`config.mk`:
```
export PLATFORM = sky130hd
export DESIGN_NAME = mem_sequencer_flat
export DESIGN_NICKNAME = d
export VERILOG_FILES = /design/src/rtl/mem_sequencer_pkg.sv /design/src/rtl/mem_sequencer_if.sv /design/src/rtl/mem_sequencer_wait_counter.sv /design/src/rtl/mem_sequencer.sv /design/src/flat_wrapper.sv
export SDC_FILE = /design/constraint.sdc
export NUM_CORES = 1
export LEC_CHECK = 0
export ABC_AREA = 1
export BUFFER_PORTS_ARGS = -buffer_cell sky130_fd_sc_hd__buf_2
export CORE_MARGIN = 2
export CORE_UTILIZATION = 30
export CTS_CLUSTER_SIZE = 25
export DETAILED_ROUTE_END_ITERATION = 6
export GPL_TIMING_DRIVEN = 0
export SETUP_SLACK_MARGIN = 0.02
export SKIP_CTS_REPAIR_TIMING = 1
export SLEW_MARGIN = 10
export SYNTH_ARGS = -nofsm -noshare
export SYNTH_HDL_FRONTEND = slang
export SYNTH_SLANG_ARGS = --single-unit
```
`constraint.sdc`:
```
create_clock -name clk -period 1.5 [get_ports clk]
set_clock_uncertainty 0.05 [all_clocks]
set_input_delay 0 -clock clk [delete_from_list [all_inputs] [get_ports clk]]
set_output_delay 0 -clock clk [all_outputs]
set_load 0.01 [all_outputs]
```
`src/rtl/mem_sequencer_pkg.sv`:
```
`default_nettype none
// ============================================================================
// Package : mpp_seq_pkg
// Purpose : Shared definitions for the memory sequencer: FSM state encoding,
//           wait-counter width, pc_signals bit positions and the fixed
//           program-addresser control words.
// Rev     : 1.0  initial release
// ============================================================================
package mpp_seq_pkg;

  localparam int unsigned CNT_W    = 4;
  localparam int unsigned PC_SIG_W = 5;

  // Bit positions inside the 5-bit program-addresser control word.
  localparam int unsigned SEL_DATA_PC = 0;
  localparam int unsigned PCH_CAR     = 1;
  localparam int unsigned PCL_CAR     = 2;
  localparam int unsigned PCH_BUS     = 3;
  localparam int unsigned PCL_BUS     = 4;

  // PC increment: load both halves from the incrementer path.
  localparam logic [PC_SIG_W-1:0] PC_CW_INC =
      PC_SIG_W'(1 << PCH_CAR) | PC_SIG_W'(1 << PCL_CAR);
  // Jump load of the low byte from pc_bus.
  localparam logic [PC_SIG_W-1:0] PC_CW_LD_LOW =
      PC_SIG_W'(1 << SEL_DATA_PC) | PC_SIG_W'(1 << PCL_CAR);
  // Jump load of the high byte from pc_bus.
  localparam logic [PC_SIG_W-1:0] PC_CW_LD_HIGH =
      PC_SIG_W'(1 << SEL_DATA_PC) | PC_SIG_W'(1 << PCH_CAR);
  // PC drives the ROM address bus during instruction reads.
  localparam logic [PC_SIG_W-1:0] PC_CW_ROM_RD =
      PC_SIG_W'(1 << PCL_BUS) | PC_SIG_W'(1 << PCH_BUS);

  typedef enum logic [2:0] {
    S_IDLE     = 3'd0,
    S_ROM_RD   = 3'd1,
    S_ROM_DONE = 3'd2,
    S_LD_LOW   = 3'd3,
    S_LD_HIGH  = 3'd4,
    S_RAM_RD   = 3'd5,
    S_RAM_DONE = 3'd6
  } state_t;

endpackage : mpp_seq_pkg
`default_nettype wire

```
`src/rtl/mem_sequencer_if.sv`:
```
`default_nettype none
// ============================================================================
// Interface : mem_sequencer_if
// Purpose   : Bundles the control-module requests, the external memory bus
//             and the program-addresser control outputs of mem_sequencer.
// Modports  : master - requester/environment side (drives requests, jump
//                      address and the shared memory data bus)
//             slave  - the sequencer itself
// Rev       : 1.0  initial release
// ============================================================================
interface mem_sequencer_if;
  import mpp_seq_pkg::*;

  logic                fetch_req;
  logic                jump_req;
  logic                ram_req;
  logic [15:0]         jump_addr;
  logic [7:0]          data_in;
  logic [PC_SIG_W-1:0] pc_signals;
  logic [7:0]          pc_bus;
  logic                rom_cs;
  logic                rom_rd;
  logic                ram_cs;
  logic                ram_rd;
  logic [7:0]          instr;
  logic                instr_valid;
  logic                jump_done;
  logic                ram_valid;
  logic [7:0]          ram_data;
  logic                busy;

  modport master (
    output fetch_req, jump_req, ram_req, jump_addr, data_in,
    input  pc_signals, pc_bus, rom_cs, rom_rd, ram_cs, ram_rd,
    input  instr, instr_valid, jump_done, ram_valid, ram_data, busy
  );

  modport slave (
    input  fetch_req, jump_req, ram_req, jump_addr, data_in,
    output pc_signals, pc_bus, rom_cs, rom_rd, ram_cs, ram_rd,
    output instr, instr_valid, jump_done, ram_valid, ram_data, busy
  );

endinterface : mem_sequencer_if
`default_nettype wire

```
`src/rtl/mem_sequencer_wait_counter.sv`:
```
`default_nettype none
// ============================================================================
// Module  : seq_wait_counter
// Purpose : 4-bit loadable down-counter with zero flag, shared by the ROM
//           and RAM wait sequences. Saturates at zero.
// Ports   : clk, rst_n     - clock, asynchronous active-low reset
//           i_load         - load i_load_val (has priority over i_dec)
//           i_load_val     - value to load
//           i_dec          - decrement by one while nonzero
//           o_zero         - counter equals zero
// Rev     : 1.0  initial release
// ============================================================================
module seq_wait_counter
  import mpp_seq_pkg::*;
(
  input  wire logic             clk,
  input  wire logic             rst_n,
  input  wire logic             i_load,
  input  wire logic [CNT_W-1:0] i_load_val,
  input  wire logic             i_dec,
  output logic                  o_zero
);

  logic [CNT_W-1:0] r_cnt;

  always_ff @(posedge clk or negedge rst_n) begin
    if (!rst_n) begin
      r_cnt <= '0;
    end else if (i_load) begin
      r_cnt <= i_load_val;
    end else if (i_dec && (r_cnt != '0)) begin
      r_cnt <= r_cnt - CNT_W'(1);
    end
  end

  assign o_zero = (r_cnt == '0);

endmodule : seq_wait_counter
`default_nettype wire

```
`src/rtl/mem_sequencer.sv`:
```
`default_nettype none
// ============================================================================
// Module  : mem_sequencer
// Purpose : Memory-side sequencer of the 8-bit processor. Fetches
//           instructions from ROM, reads operands from RAM and loads 16-bit
//           jump targets into the program addresser, arbitrating concurrent
//           requests (jump > RAM > fetch). All outputs are registered.
// Params  : ROM_WAIT, RAM_WAIT - strobe cycles before sampling (1..15)
// Ports   : clk    - system clock, rising edge
//           rst_n  - asynchronous active-low reset
//           bus    - mem_sequencer_if.slave (requests, memory bus,
//                    program-addresser controls, results, busy)
// Macro   : MPP_SEQ_RAM_EN - when defined, the RAM read path is built;
//           otherwise ram_req is ignored and all ram_* outputs are 0.
// Rev     : 1.0  initial release
// ============================================================================
module mem_sequencer
  import mpp_seq_pkg::*;
#(
  parameter int unsigned ROM_WAIT = 1,
  parameter int unsigned RAM_WAIT = 1
) (
  input  wire logic      clk,
  input  wire logic      rst_n,
  mem_sequencer_if.slave bus
);

  localparam logic [CNT_W-1:0] c_rom_load = CNT_W'(ROM_WAIT - 1);

  state_t              r_state;
  logic [PC_SIG_W-1:0] r_pc_signals;
  logic [7:0]          r_pc_bus;
  logic                r_rom_cs;
  logic                r_rom_rd;
  logic [7:0]          r_instr;
  logic                r_instr_valid;
  logic                r_jump_done;
  logic                r_busy;

  logic                w_idle;
  logic                w_take_jump;
  logic                w_take_ram;
  logic                w_take_rom;
  logic                w_cnt_load;
  logic [CNT_W-1:0]    w_cnt_load_val;
  logic                w_cnt_dec;
  logic                w_cnt_zero;

  // Arbitration: decided only while idle, highest priority first.
  assign w_idle      = (r_state == S_IDLE);
  assign w_take_jump = w_idle && bus.jump_req;
`ifdef MPP_SEQ_RAM_EN
  localparam logic [CNT_W-1:0] c_ram_load = CNT_W'(RAM_WAIT - 1);

  logic       r_ram_cs;
  logic       r_ram_rd;
  logic       r_ram_valid;
  logic [7:0] r_ram_data;

  assign w_take_ram     = w_idle && !bus.jump_req && bus.ram_req;
  assign w_cnt_load_val = w_take_ram ? c_ram_load : c_rom_load;
`else
  localparam int unsigned c_unused_ram_wait = RAM_WAIT;

  logic w_unused_ram_req;

  assign w_unused_ram_req = bus.ram_req;
  assign w_take_ram       = 1'b0;
  assign w_cnt_load_val   = c_rom_load;
`endif
  assign w_take_rom = w_idle && !bus.jump_req && !w_take_ram && bus.fetch_req;

  // The counter is loaded with WAIT-1 as the read state is entered, so it
  // reaches zero exactly on the last strobe cycle.
  assign w_cnt_load = w_take_ram || w_take_rom;
  assign w_cnt_dec  = ((r_state == S_ROM_RD) || (r_state == S_RAM_RD)) && !w_cnt_zero;

  seq_wait_counter u_wait_cnt (
    .clk        (clk),
    .rst_n      (rst_n),
    .i_load     (w_cnt_load),
    .i_load_val (w_cnt_load_val),
    .i_dec      (w_cnt_dec),
    .o_zero     (w_cnt_zero)
  );

  // Each branch sets the registered outputs belonging to the state being
  // entered, so the outputs always match the current state (Moore).
  always_ff @(posedge clk or negedge rst_n) begin
    if (!rst_n) begin
      r_state       <= S_IDLE;
      r_pc_signals  <= '0;
      r_pc_bus      <= '0;
      r_rom_cs      <= 1'b0;
      r_rom_rd      <= 1'b0;
      r_instr       <= '0;
      r_instr_valid <= 1'b0;
      r_jump_done   <= 1'b0;
      r_busy        <= 1'b0;
`ifdef MPP_SEQ_RAM_EN
      r_ram_cs      <= 1'b0;
      r_ram_rd      <= 1'b0;
      r_ram_valid   <= 1'b0;
      r_ram_data    <= '0;
`endif
    end else begin
      r_pc_signals  <= '0;
      r_pc_bus      <= '0;
      r_rom_cs      <= 1'b0;
      r_rom_rd      <= 1'b0;
      r_instr_valid <= 1'b0;
      r_jump_done   <= 1'b0;
      r_busy        <= 1'b0;
`ifdef MPP_SEQ_RAM_EN
      r_ram_cs      <= 1'b0;
      r_ram_rd      <= 1'b0;
      r_ram_valid   <= 1'b0;
`endif
      case (r_state)
        S_IDLE: begin
          if (w_take_jump) begin
            r_state      <= S_LD_LOW;
            r_pc_signals <= PC_CW_LD_LOW;
            r_pc_bus     <= bus.jump_addr[7:0];
            r_busy       <= 1'b1;
          end
`ifdef MPP_SEQ_RAM_EN
          else if (w_take_ram) begin
            r_state  <= S_RAM_RD;
            r_ram_cs <= 1'b1;
            r_ram_rd <= 1'b1;
            r_busy   <= 1'b1;
          end
`endif
          else if (w_take_rom) begin
            r_state      <= S_ROM_RD;
            r_rom_cs     <= 1'b1;
            r_rom_rd     <= 1'b1;
            r_pc_signals <= PC_CW_ROM_RD;
            r_busy       <= 1'b1;
          end
        end
        S_ROM_RD: begin
          r_busy <= 1'b1;
          if (w_cnt_zero) begin
            r_state       <= S_ROM_DONE;
            r_instr       <= bus.data_in;
            r_instr_valid <= 1'b1;
            r_pc_signals  <= PC_CW_INC;
          end else begin
            r_rom_cs     <= 1'b1;
            r_rom_rd     <= 1'b1;
            r_pc_signals <= PC_CW_ROM_RD;
          end
        end
        S_LD_LOW: begin
          r_state      <= S_LD_HIGH;
          r_pc_signals <= PC_CW_LD_HIGH;
          r_pc_bus     <= bus.jump_addr[15:8];
          r_jump_done  <= 1'b1;
          r_busy       <= 1'b1;
        end
`ifdef MPP_SEQ_RAM_EN
        S_RAM_RD: begin
          r_busy <= 1'b1;
          if (w_cnt_zero) begin
            r_state     <= S_RAM_DONE;
            r_ram_data  <= bus.data_in;
            r_ram_valid <= 1'b1;
          end else begin
            r_ram_cs <= 1'b1;
            r_ram_rd <= 1'b1;
          end
        end
`endif
        // ROM_DONE, LD_HIGH, RAM_DONE and any unreachable code return to idle.
        default: begin
          r_state <= S_IDLE;
        end
      endcase
    end
  end

  assign bus.pc_signals  = r_pc_signals;
  assign bus.pc_bus      = r_pc_bus;
  assign bus.rom_cs      = r_rom_cs;
  assign bus.rom_rd      = r_rom_rd;
  assign bus.instr       = r_instr;
  assign bus.instr_valid = r_instr_valid;
  assign bus.jump_done   = r_jump_done;
  assign bus.busy        = r_busy;
`ifdef MPP_SEQ_RAM_EN
  assign bus.ram_cs      = r_ram_cs;
  assign bus.ram_rd      = r_ram_rd;
  assign bus.ram_valid   = r_ram_valid;
  assign bus.ram_data    = r_ram_data;
`else
  assign bus.ram_cs      = 1'b0;
  assign bus.ram_rd      = 1'b0;
  assign bus.ram_valid   = 1'b0;
  assign bus.ram_data    = '0;
`endif

endmodule : mem_sequencer
`default_nettype wire

```
`src/flat_wrapper.sv`:
```
// flat-port wrapper written by rule: the top's interface ports become plain ports
module mem_sequencer_flat import mpp_seq_pkg::*;
#(
  parameter int unsigned ROM_WAIT = 1,
  parameter int unsigned RAM_WAIT = 1
)
  (clk, rst_n, bus_fetch_req, bus_jump_req, bus_ram_req, bus_jump_addr, bus_data_in, bus_pc_signals, bus_pc_bus, bus_rom_cs, bus_rom_rd, bus_ram_cs, bus_ram_rd, bus_instr, bus_instr_valid, bus_jump_done, bus_ram_valid, bus_ram_data, bus_busy);
  mem_sequencer_if bus_i ();
  input  wire logic clk;
  input  wire logic rst_n;
  input wire logic [$bits(bus_i.fetch_req)-1:0] bus_fetch_req;
  input wire logic [$bits(bus_i.jump_req)-1:0] bus_jump_req;
  input wire logic [$bits(bus_i.ram_req)-1:0] bus_ram_req;
  input wire logic [$bits(bus_i.jump_addr)-1:0] bus_jump_addr;
  input wire logic [$bits(bus_i.data_in)-1:0] bus_data_in;
  output wire logic [$bits(bus_i.pc_signals)-1:0] bus_pc_signals;
  output wire logic [$bits(bus_i.pc_bus)-1:0] bus_pc_bus;
  output wire logic [$bits(bus_i.rom_cs)-1:0] bus_rom_cs;
  output wire logic [$bits(bus_i.rom_rd)-1:0] bus_rom_rd;
  output wire logic [$bits(bus_i.ram_cs)-1:0] bus_ram_cs;
  output wire logic [$bits(bus_i.ram_rd)-1:0] bus_ram_rd;
  output wire logic [$bits(bus_i.instr)-1:0] bus_instr;
  output wire logic [$bits(bus_i.instr_valid)-1:0] bus_instr_valid;
  output wire logic [$bits(bus_i.jump_done)-1:0] bus_jump_done;
  output wire logic [$bits(bus_i.ram_valid)-1:0] bus_ram_valid;
  output wire logic [$bits(bus_i.ram_data)-1:0] bus_ram_data;
  output wire logic [$bits(bus_i.busy)-1:0] bus_busy;
  assign bus_i.fetch_req = bus_fetch_req;
  assign bus_i.jump_req = bus_jump_req;
  assign bus_i.ram_req = bus_ram_req;
  assign bus_i.jump_addr = bus_jump_addr;
  assign bus_i.data_in = bus_data_in;
  assign bus_pc_signals = bus_i.pc_signals;
  assign bus_pc_bus = bus_i.pc_bus;
  assign bus_rom_cs = bus_i.rom_cs;
  assign bus_rom_rd = bus_i.rom_rd;
  assign bus_ram_cs = bus_i.ram_cs;
  assign bus_ram_rd = bus_i.ram_rd;
  assign bus_instr = bus_i.instr;
  assign bus_instr_valid = bus_i.instr_valid;
  assign bus_jump_done = bus_i.jump_done;
  assign bus_ram_valid = bus_i.ram_valid;
  assign bus_ram_data = bus_i.ram_data;
  assign bus_busy = bus_i.busy;
  mem_sequencer #(.ROM_WAIT(ROM_WAIT), .RAM_WAIT(RAM_WAIT)) u_core (.clk(clk), .rst_n(rst_n), .bus(bus_i));
endmodule
```
==> flow_summary.ini, run 1 <==
[worst_hold_path]
hold_path.class = in -> async

[clock_tree]
cts_tree = yes
clockRootBuffer = clkbuf_8
path_clk_slew_ns = 0.06
clock-sinks = 31
htree_num_levels = 2
cts_buffers = 5
clock_latency_ns = 0.28
cts_max_path_buffers = 2

[critical_path]
path_class = reg -> reg
cp-end-kind = flop
worstPathRequired_ns = 1.62
regToRegEndpoint = u_core.u_wait_cnt.r_cnt[3]
critPathArrivalTime_ns = 1.43
r2r_cells = 7
r2r-start = u_core.u_wait_cnt.r_cnt[0]
r2r_setup_slack_ns = 0.18
start_kind = flop
critPathMaxFanout = 7

[yosys]
yosys_warnings = 0
syn_avg_cell_area_sq_um = 9.210
synthCells = 144
synth-seq-cells = 31
syn_area_sq_um = 1326
synth_seq_area_share_pct = 58.49
synth.distinct_cells = 18

[die]
coreArea_sq_um = 4294
ios = 66
start_util_pct = 30.89
die_area_sq_um = 4969
die_h_um = 70.49
fp-row-count = 24
die_x_um = 70.49

[power_and_ir_drop]
clkPwrFrac_pct = 23.6
power_frac_comb_pct = 38.8
power_mw = 3.605
swShare_pct = 35.94
power.leakage_nw = 1.231
p_per_area_nw_per_um2 = 1732
ir_worst_vdd_uv = 543.8
pwr-share-seq_pct = 37.6
p_int_mw = 2.309
p_switching_mw = 1.296

[timing]
hold_viol_final = 0
relSlewSlack_pct = 55.14
timing.final.crit_share_pct = 87.67
drv_slew = 0
whs_ns = 0.2465
tightest_slew_ns = 0.6729
setup_tns_ns = 0
rsz0062_at_grt = no
finalSetupViolCount = 0
post-route-min-period_ns = 1.315
max_freq_mhz = 760.4
fin_ws_ns = 0.1850

[grt]
grt_max_degree = 32
grt_pass1_wl_mm = 4.319
grt_pass1_vias = 1013
antenna_found_initial = 0
track_usage_pct = 11.41
grt_overflow = 0

[placement]
portBuffers = 53
place_ws_ns = 0.1892
dp_hpwl_mm = 1.932
globalplace.congestion = 0.7286
placed_area_sq_um = 1694
dp.cells = 259

[routing]
initialDrtViolationCount = 24
ant_nets = 0
routed_via_density = 4.061
drcViolationCount = 0
wirelength_mm = 3.036
dr.pass1.iters = 4
vias = 1194
wl_per_cell_um = 10.33

[finish]
area_growth_pct = 56.98
final_nets = 271
final_cell_count_no_fill = 294
antenna_cells = 0
fin_area_sq_um = 2082
drive_gt1_share_pct = 34.71
final_util_pct = 48.48

[outcome]
status = finished, final reports clean

[job]
maxCapViolCount = 0
==> cells in the final DEF, fill, tap and decap left out, types with 6 or more instances in the layout <==
master | synthesis | layout
nand3_1 | 7 | 7
dfrtp_1 | 31 | 31
inv_1 | 10 | 10
conb_1 | 1 | 11
dlygate4sd3_1 | 0 | 27
buf_4 | 13 | 13
nand2_1 | 62 | 62
buf_2 | 0 | 53
clkbuf_8 | 0 | 6
==> cells in the mapped netlist <==
library cell,number,area share (%)
nand2_1,62,18
dfrtp_1,31,58
buf_4,13,7.4
inv_1,10,2.8
nand3_1,7,2.6
nand3_2,3,2.3
nor2_1,3,0.85
o21ai_0,3,1.1
inv_2,2,0.57
nor2_4,2,1.7
buf_6,1,0.85
clkinv_2,1,0.38
conb_1,1,0.28
ha_1,1,0.94
nand2_2,1,0.47
nand4_1,1,0.47
o211ai_1,1,0.57
xor2_1,1,0.66
==> worst max-delay path, cell delays in order, from the launching register on <==
cell	delay, ns
dfrtp_1	0.38
inv_1	0.09
ha_1	0.22
nand2_1	0.08
nand2_1	0.18
inv_1	0.08
nand4_1	0.07
nand2_1	0.05
==> final cells by class <==
cell class / count / area [sq um]
inverters: 13 / 50.05
flip-flops and latches: 31 / 775.7
multi-input cells: 96 / 429.2
well taps: 52 / 65.06
repair buffers: 80 / 535.5
fillers: 410 / 2212
clock buffers: 6 / 82.58
clock inverters: 2 / 35.03
plain buffers: 14 / 108.9
==> state kept, by name (all words and copies together), names as in the netlist <==
register / count
u_core.bus.busy: 1
u_core.bus.instr: 8
u_core.bus.instr_valid: 1
u_core.bus.jump_done: 1
u_core.bus.pc_bus: 8
u_core.bus.pc_signals: 4
u_core.bus.rom_cs: 1
u_core.r_state: 3
u_core.u_wait_cnt.r_cnt: 4
==> power by group through the flow <==
stage / clock network [mW] / registers, mW / logic, mW
after global placement: 0 / 1.36 / 1.33
after CTS: 0.879 / 1.36 / 1.37
after detailed placement: 0 / 1.37 / 1.37
final: 0.850 / 1.36 / 1.40
after floorplan: 0 / 1.50 / 0.745
after global routing: 0.905 / 1.40 / 1.60
==> how the worst max path moves through the flow <==
stage	endpoint	slack (ns)	cells after the start	startpoint
CTS	u_core.u_wait_cnt.r_cnt[2]	0.18	7	u_core.u_wait_cnt.r_cnt[0]
finish	u_core.u_wait_cnt.r_cnt[3]	0.18	7	u_core.u_wait_cnt.r_cnt[0]
floorplan	u_core.u_wait_cnt.r_cnt[3]	0.29	7	u_core.u_wait_cnt.r_cnt[0]
global route	u_core.u_wait_cnt.r_cnt[3]	0.04	7	u_core.u_wait_cnt.r_cnt[0]
global placement	u_core.u_wait_cnt.r_cnt[3]	0.18	7	u_core.u_wait_cnt.r_cnt[0]
detailed placement	u_core.u_wait_cnt.r_cnt[2]	0.19	7	u_core.u_wait_cnt.r_cnt[0]
==> cells by family after synthesis <==
family	Yosys count	share of synthesized area [%]
AO/OA/AOI/OAI	4	1.698
XOR/XNOR	1	0.6605
adder cells (fa/ha/maj)	1	0.9432
buffers and inverters	27	11.98
flip-flops	31	58.49
other	1	0.2827
AND/OR/NAND/NOR	79	25.94
==> routing by layer <==
layer  vias to the layer above  wire, um  GRT usage, %
met1                       542      1244         12.12
met3                         6       162         3.608
met4                         0        54         6.410
met5                         -         0             0
met2                        40      1574         19.81
li1                        606         -             -
Note: power is estimated with default switching activity, not from simulation.
==> inputs of run 2 (changes only) <==
--- a/config.mk
+++ b/config.mk
@@ -17,4 +17,5 @@
 export SLEW_MARGIN = 10
 export SYNTH_ARGS = -nofsm -noshare
 export SYNTH_HDL_FRONTEND = slang
+export SYNTH_HIERARCHICAL = 1
 export SYNTH_SLANG_ARGS = --single-unit
==> constraint.sdc (replaced) <==
create_clock -name clk -period 1.4 [get_ports clk]
set_clock_uncertainty 0.05 [all_clocks]
set_input_delay 0 -clock clk [delete_from_list [all_inputs] [get_ports clk]]
set_output_delay 0 -clock clk [all_outputs]
set_load 0.01 [all_outputs]
==> run 2 against run 1 <==
The flow now finishes with violations (negative hold slack, negative setup slack). Combinational power up 55%. Power up 22%. Highest routed layer unchanged. Largest cell class unchanged. Cell area up 9.7%. Synthesized cell count up 15%. Worst hold slack worse by 0.25 ns. Register-to-register slack worse by 0.28 ns. Utilization up 0.21 points. First-iteration DRC count rose to 3.0 times the previous value. Clock power down 9.4%. Routed wire length up 18%.
==> flow_summary.ini, run 2 <==
[outcome]
status = finished, violations left
violations = negative hold slack, negative setup slack

[routing]
dr.pass1.iters = 5
vias = 1415
drcViolationCount = 0
wirelength_mm = 3.596
wl_per_cell_um = 11.06
routed_via_density = 4.354
ant_nets = 0
initialDrtViolationCount = 72

[critical_path]
start_kind = flop
regToRegEndpoint = u_core/u_wait_cnt/r_cnt[3]
r2r_cells = 10
worstPathRequired_ns = 1.53
critPathArrivalTime_ns = 1.62
path_class = reg -> reg
critPathMaxFanout = 3
crit_path_start = u_core/u_wait_cnt/r_cnt[1]
r2r-start = u_core/u_wait_cnt/r_cnt[1]
r2r_setup_slack_ns = -0.09
cp-end-kind = flop

[yosys]
yosys.area.top_type = dfrtp_1
synth_edf_count = 0
synthArstFlopShare_pct = 100.0
yosys_warnings = 6
synth.distinct_cells = 20
ys_top_cells_by_area = dfrtp_1, nand2_1, nand4_1
synth_top_area_share_pct = 53.73
synth_seq_area_share_pct = 53.73
synth_common_cells = nand2_1, dfrtp_1, nand4_1, buf_4, inv_1
synth-seq-cells = 31
syn_area_sq_um = 1444
ys.flop_type = dfrtp_1
syn_avg_cell_area_sq_um = 8.698
synthCells = 166
yosysMostFrequentCell = nand2_1

[timing]
post-route-min-period_ns = 1.493
max_freq_mhz = 669.9
fin_ws_ns = -0.09271
relSlewSlack_pct = 53.93
hold_viol_final = 1
rsz0062_at_grt = yes
finalSetupViolCount = 4
tightest_slew_ns = 0.6910
whs_ns = -0.002108
timing.final.crit_share_pct = 106.6
drv_slew = 0

[die]
die_area_sq_um = 5384
ios = 66
start_util_pct = 30.77
coreArea_sq_um = 4692
die_h_um = 73.38
die_x_um = 73.38
fp-row-count = 25

[clock_tree]
cts_max_path_buffers = 2
htree_num_levels = 2
cts_buffers = 5
path_clk_slew_ns = 0.06
clock-sinks = 31
clockRootBuffer = clkbuf_8
clock_latency_ns = 0.28
cts_tree = yes

[grt]
grt_pass1_wl_mm = 5.264
antenna_found_initial = 0
grt_max_degree = 32
grt_overflow = 0
grt_pass1_vias = 1205
track_usage_pct = 12.95

[worst_hold_path]
hold_path.class = in -> reg
whs_path_depth = 3
min_from = bus_fetch_req
min_to = u_core/bus.rom_rd

[placement]
globalplace.congestion = 0.8133
placed_area_sq_um = 1863
portBuffers = 52
dp_hpwl_mm = 2.281

[power_and_ir_drop]
p_per_area_nw_per_um2 = 1929
power.leakage_nw = 1.306
ir_worst_vdd_uv = 652.6

[finish]
final_nets = 300
layout_commonest_cell = nand2_1
layout_common_cells = nand2_1, buf_2, dfrtp_1
fin_area_sq_um = 2285
drive_gt1_share_pct = 37.27
antenna_cells = 0
final_util_pct = 48.69
area_growth_pct = 58.23

[job]
maxCapViolCount = 0
-- run 2: per-stage QoR --
step | instances | hold WS [ns] | power, mW | setup WS (ns) | setup TNS (ns)
finish | 325 | -0.002108 | 4.408 | -0.09271 | -0.3213
global placement | 286 | 0.03977 | 3.381 | -0.2084 | -0.6540
global route | 325 | 0.01379 | 4.782 | -0.2007 | -0.7888
detailed placement | 286 | 0.03458 | 3.407 | -0.2409 | -0.8052
CTS | 294 | -0.2707 | 4.190 | -0.2545 | -0.8808
floorplan | 180 | -0.3456 | 2.797 | 0.02646 | 0
-- run 2: layout make-up --
type                            count  area [sq um]
Fill cell                         423          2407
Sequential cell                    31         775.7
Multi-Input combinational cell    117         590.6
Timing Repair Buffer               83         555.5
Buffer                             18         138.9
Clock buffer                        7         96.34
Tap cell                           54         67.56
Inverter                           14         52.55
Clock inverter                      1         7.507
-- run 2: critical path, stage by stage (launching register included) --
cell	delay [ns]
dfrtp_1	0.40
inv_2	0.06
ha_4	0.16
nand2_4	0.05
inv_2	0.05
buf_8	0.12
nor3_4	0.22
nand3b_1	0.14
nand2_1	0.06
clkinv_1	0.04
nand2_1	0.04
-- run 2: cell families (layout without fill, tap and decap cells) --
| kind of cell | Yosys count | count (layout) | share of synthesized area (%) |
|---|---|---|---|
| AND/OR/NAND/NOR | 99 | 99 | 32.23 |
| buffers and inverters | 32 | 123 | 12.22 |
| flip-flops | 31 | 31 | 53.73 |
| AO/OA/AOI/OAI | 2 | 2 | 0.6933 |
| adder cells (fa/ha/maj) | 1 | 1 | 0.8664 |
| other | 1 | 15 | 0.2597 |
-- run 2: how the worst max path moves through the flow --
stage,end,depth (start not counted)
CTS,u_core/u_wait_cnt/r_cnt[3],8
finish,u_core/u_wait_cnt/r_cnt[3],10
global route,u_core/u_wait_cnt/r_cnt[3],10
floorplan,u_core/u_wait_cnt/r_cnt[3],10
detailed placement,u_core/u_wait_cnt/r_cnt[3],8
global placement,u_core/u_wait_cnt/r_cnt[3],8
-- run 2: layer usage --
metal | global-route usage, % | wire, um | vias to the layer above
li1 | - | - | 714
met1 | 15.60 | 1567 | 639
met2 | 20.62 | 1741 | 54
met3 | 4.527 | 203 | 8
met4 | 6.263 | 83 | 0
met5 | 0 | 0 | -
-- run 2: report_power, final --
part           switching (mW)  total, mW  leakage (nW)  internal, mW
combinational            1.25       2.17         0.860         0.924
clock                   0.324      0.770        0.0505         0.446
sequential              0.198       1.47         0.396          1.27
==> inputs of run 3 (changes only) <==
--- a/config.mk
+++ b/config.mk
@@ -7,6 +7,7 @@
 export LEC_CHECK = 0
 export ABC_AREA = 1
 export BUFFER_PORTS_ARGS = -buffer_cell sky130_fd_sc_hd__buf_2
+export CORE_ASPECT_RATIO = 0.5
 export CORE_MARGIN = 2
 export CORE_UTILIZATION = 30
 export CTS_CLUSTER_SIZE = 25
==> run 3 against run 2 <==
The flow finishes with violations (negative setup slack). Via count increased by 2.7%. Worst hold slack improved by 0.0041 ns. Sequential power about the same. Critical endpoint unchanged. Non-clock buffer count increased by 2. Maximum frequency increased by 0.48%. Clock power decreased by 10%. Utilization increased by 3.4 points. Count of clock-buffer cells in the layout decreased by 1. Final cell count increased by 4.3%. Cell area increased by 2.8%. Worst setup slack improved by 0.0072 ns.
==> flow_summary.ini, run 3 (synthesized netlist as in run 2, its figures left out) <==
[finish]
final_nets = 303
layout_commonest_cell = nand2_1
drive_gt1_share_pct = 41.39
fill_cells = 412
final_cell_count_no_fill = 339
antenna_cells = 0
regArea_sq_um = 778.2
fin_area_sq_um = 2349
multiInputGateArea_sq_um = 629.4
area_growth_pct = 62.65
layout_common_cells = nand2_1, buf_2, dfrtp_1

[critical_path]
critPathMaxFanout = 3
r2r-start = u_core/u_wait_cnt/r_cnt[0]
crit_path_frequent_cell = nand2_1
r2r_cells = 10
regToRegEndpoint = u_core/u_wait_cnt/r_cnt[3]
crit_path_start = u_core/u_wait_cnt/r_cnt[0]
path_cells = inv_2 -> ha_4 -> nand2_4 -> inv_4 -> buf_8 -> nor3_4 -> nand3b_1 -> nand2_1 -> clkinv_1 -> nand2_1
cp-end-kind = flop
slowest_stage = dfrtp_1
r2r_setup_slack_ns = -0.09
critPathArrivalTime_ns = 1.60
path_class = reg -> reg
start_kind = flop
worstPathRequired_ns = 1.52
slowest_delay_ns = 0.38

[placement]
globalplace.congestion = 0.6911
placed_area_sq_um = 1878
portBuffers = 52
dp.cells = 298
dp_hpwl_mm = 2.376

[job]
maxCapViolCount = 0

[power_and_ir_drop]
p_per_area_nw_per_um2 = 1930
clkPwrFrac_pct = 15.3
swShare_pct = 41.18
p_switching_mw = 1.867
power_frac_comb_pct = 51.7
p_int_mw = 2.666
ir_worst_vdd_uv = 620.1
power.leakage_nw = 1.320
pwr-share-seq_pct = 33.0
power_mw = 4.533

[timing]
fin_ws_ns = -0.08555
tightest_slew_ns = 0.6841
drv_slew = 0
finalSetupViolCount = 5
post-route-min-period_ns = 1.486
setup_tns_ns = -0.3239
max_freq_mhz = 673.2
timing.final.crit_share_pct = 106.1
hold_viol_final = 0
rsz0062_at_grt = yes
relSlewSlack_pct = 54.40

[routing]
ant_nets = 0
drcViolationCount = 0
initialDrtViolationCount = 74
dr.pass1.iters = 4
vias = 1453
routed_via_density = 4.286
wl_per_cell_um = 11.78
wirelength_mm = 3.992

[die]
die_h_um = 53.06
die_x_um = 102.1
start_util_pct = 32.02
coreArea_sq_um = 4509
fp-row-count = 17
die_area_sq_um = 5417
ios = 66

[outcome]
violations = negative setup slack
status = finished, violations left

[clock_tree]
htree_num_levels = 2
cts_buffers = 5
cts_tree = yes
clock_latency_ns = 0.27
clockRootBuffer = clkbuf_8
clock-sinks = 31
path_clk_slew_ns = 0.06
cts_max_path_buffers = 2

[grt]
grt_pass1_vias = 1189
grt_pass1_wl_mm = 5.340
grt_max_degree = 32
antenna_found_initial = 0
track_usage_pct = 12.87
grt_overflow = 0

[worst_hold_path]
min_to = u_core/r_state[0]
hold_path.class = in -> reg
min_from = bus_fetch_req
whs_path_depth = 3
-- run 3: cell types whose count changed in the layout (fill, tap and decap cells not counted), sizes merged --
cell / before / now
clkbuf: 7 / 6
clkinv: 1 / 2
nor2: 8 / 9
buf: 76 / 78
clkinvlp: 1 / 0
-- run 3: power by group through the flow --
stage	Clock, mW	Combinational (mW)	Sequential [mW]
2_1_floorplan	0	1.19	1.61
3_3_place_gp	0	1.89	1.48
3_5_place_dp	0	1.92	1.49
4_1_cts	0.717	1.93	1.48
5_1_grt	0.762	2.59	1.55
6_report	0.693	2.34	1.50
-- run 3: per-stage QoR --
stage | hold WS [ns] | util, % | worst slack, ns
floorplan | -0.3456 | - | 0.02646
global placement | 0.03098 | 41.65 | -0.1664
detailed placement | 0.03900 | 41.65 | -0.1784
CTS | -0.2603 | 43.59 | -0.1993
global route | 0.008775 | 52.08 | -0.1525
finish | 0.001958 | 52.08 | -0.08555
-- run 3: critical path, delay by kind of cell, from the launching register on --
kind | cells | cell delay [ns]
DFF | 1 | 0.38
and+or+nand+nor | 5 | 0.51
adders and majority gates | 1 | 0.17
buffers and inverters | 4 | 0.26
-- run 3: how the worst max path moves through the flow --
stage                                       endpoint  cells past startpoint
after floorplan           u_core/u_wait_cnt/r_cnt[3]                     10
after global placement    u_core/u_wait_cnt/r_cnt[3]                      8
after detailed placement  u_core/u_wait_cnt/r_cnt[3]                      8
after CTS                 u_core/u_wait_cnt/r_cnt[3]                      8
after global routing      u_core/u_wait_cnt/r_cnt[3]                     10
final                     u_core/u_wait_cnt/r_cnt[3]                     10
-- run 3: routing by layer --
layer,vias up,global-route usage [%],wire length [um]
li1,719,-,-
met1,683,15.44,1678
met2,47,21.82,2048
met3,4,4.756,234
met4,0,4.000,31
met5,-,0,0
-- run 3: cell type report --
type | instances | area share, %
Buffer | 18 | 5.914
Clock buffer | 6 | 3.516
Clock inverter | 1 | 0.2131
Inverter | 14 | 2.451
Multi-Input combinational cell | 118 | 26.80
Sequential cell | 31 | 33.14
Tap cell | 66 | 3.516
Timing Repair Buffer | 85 | 24.45
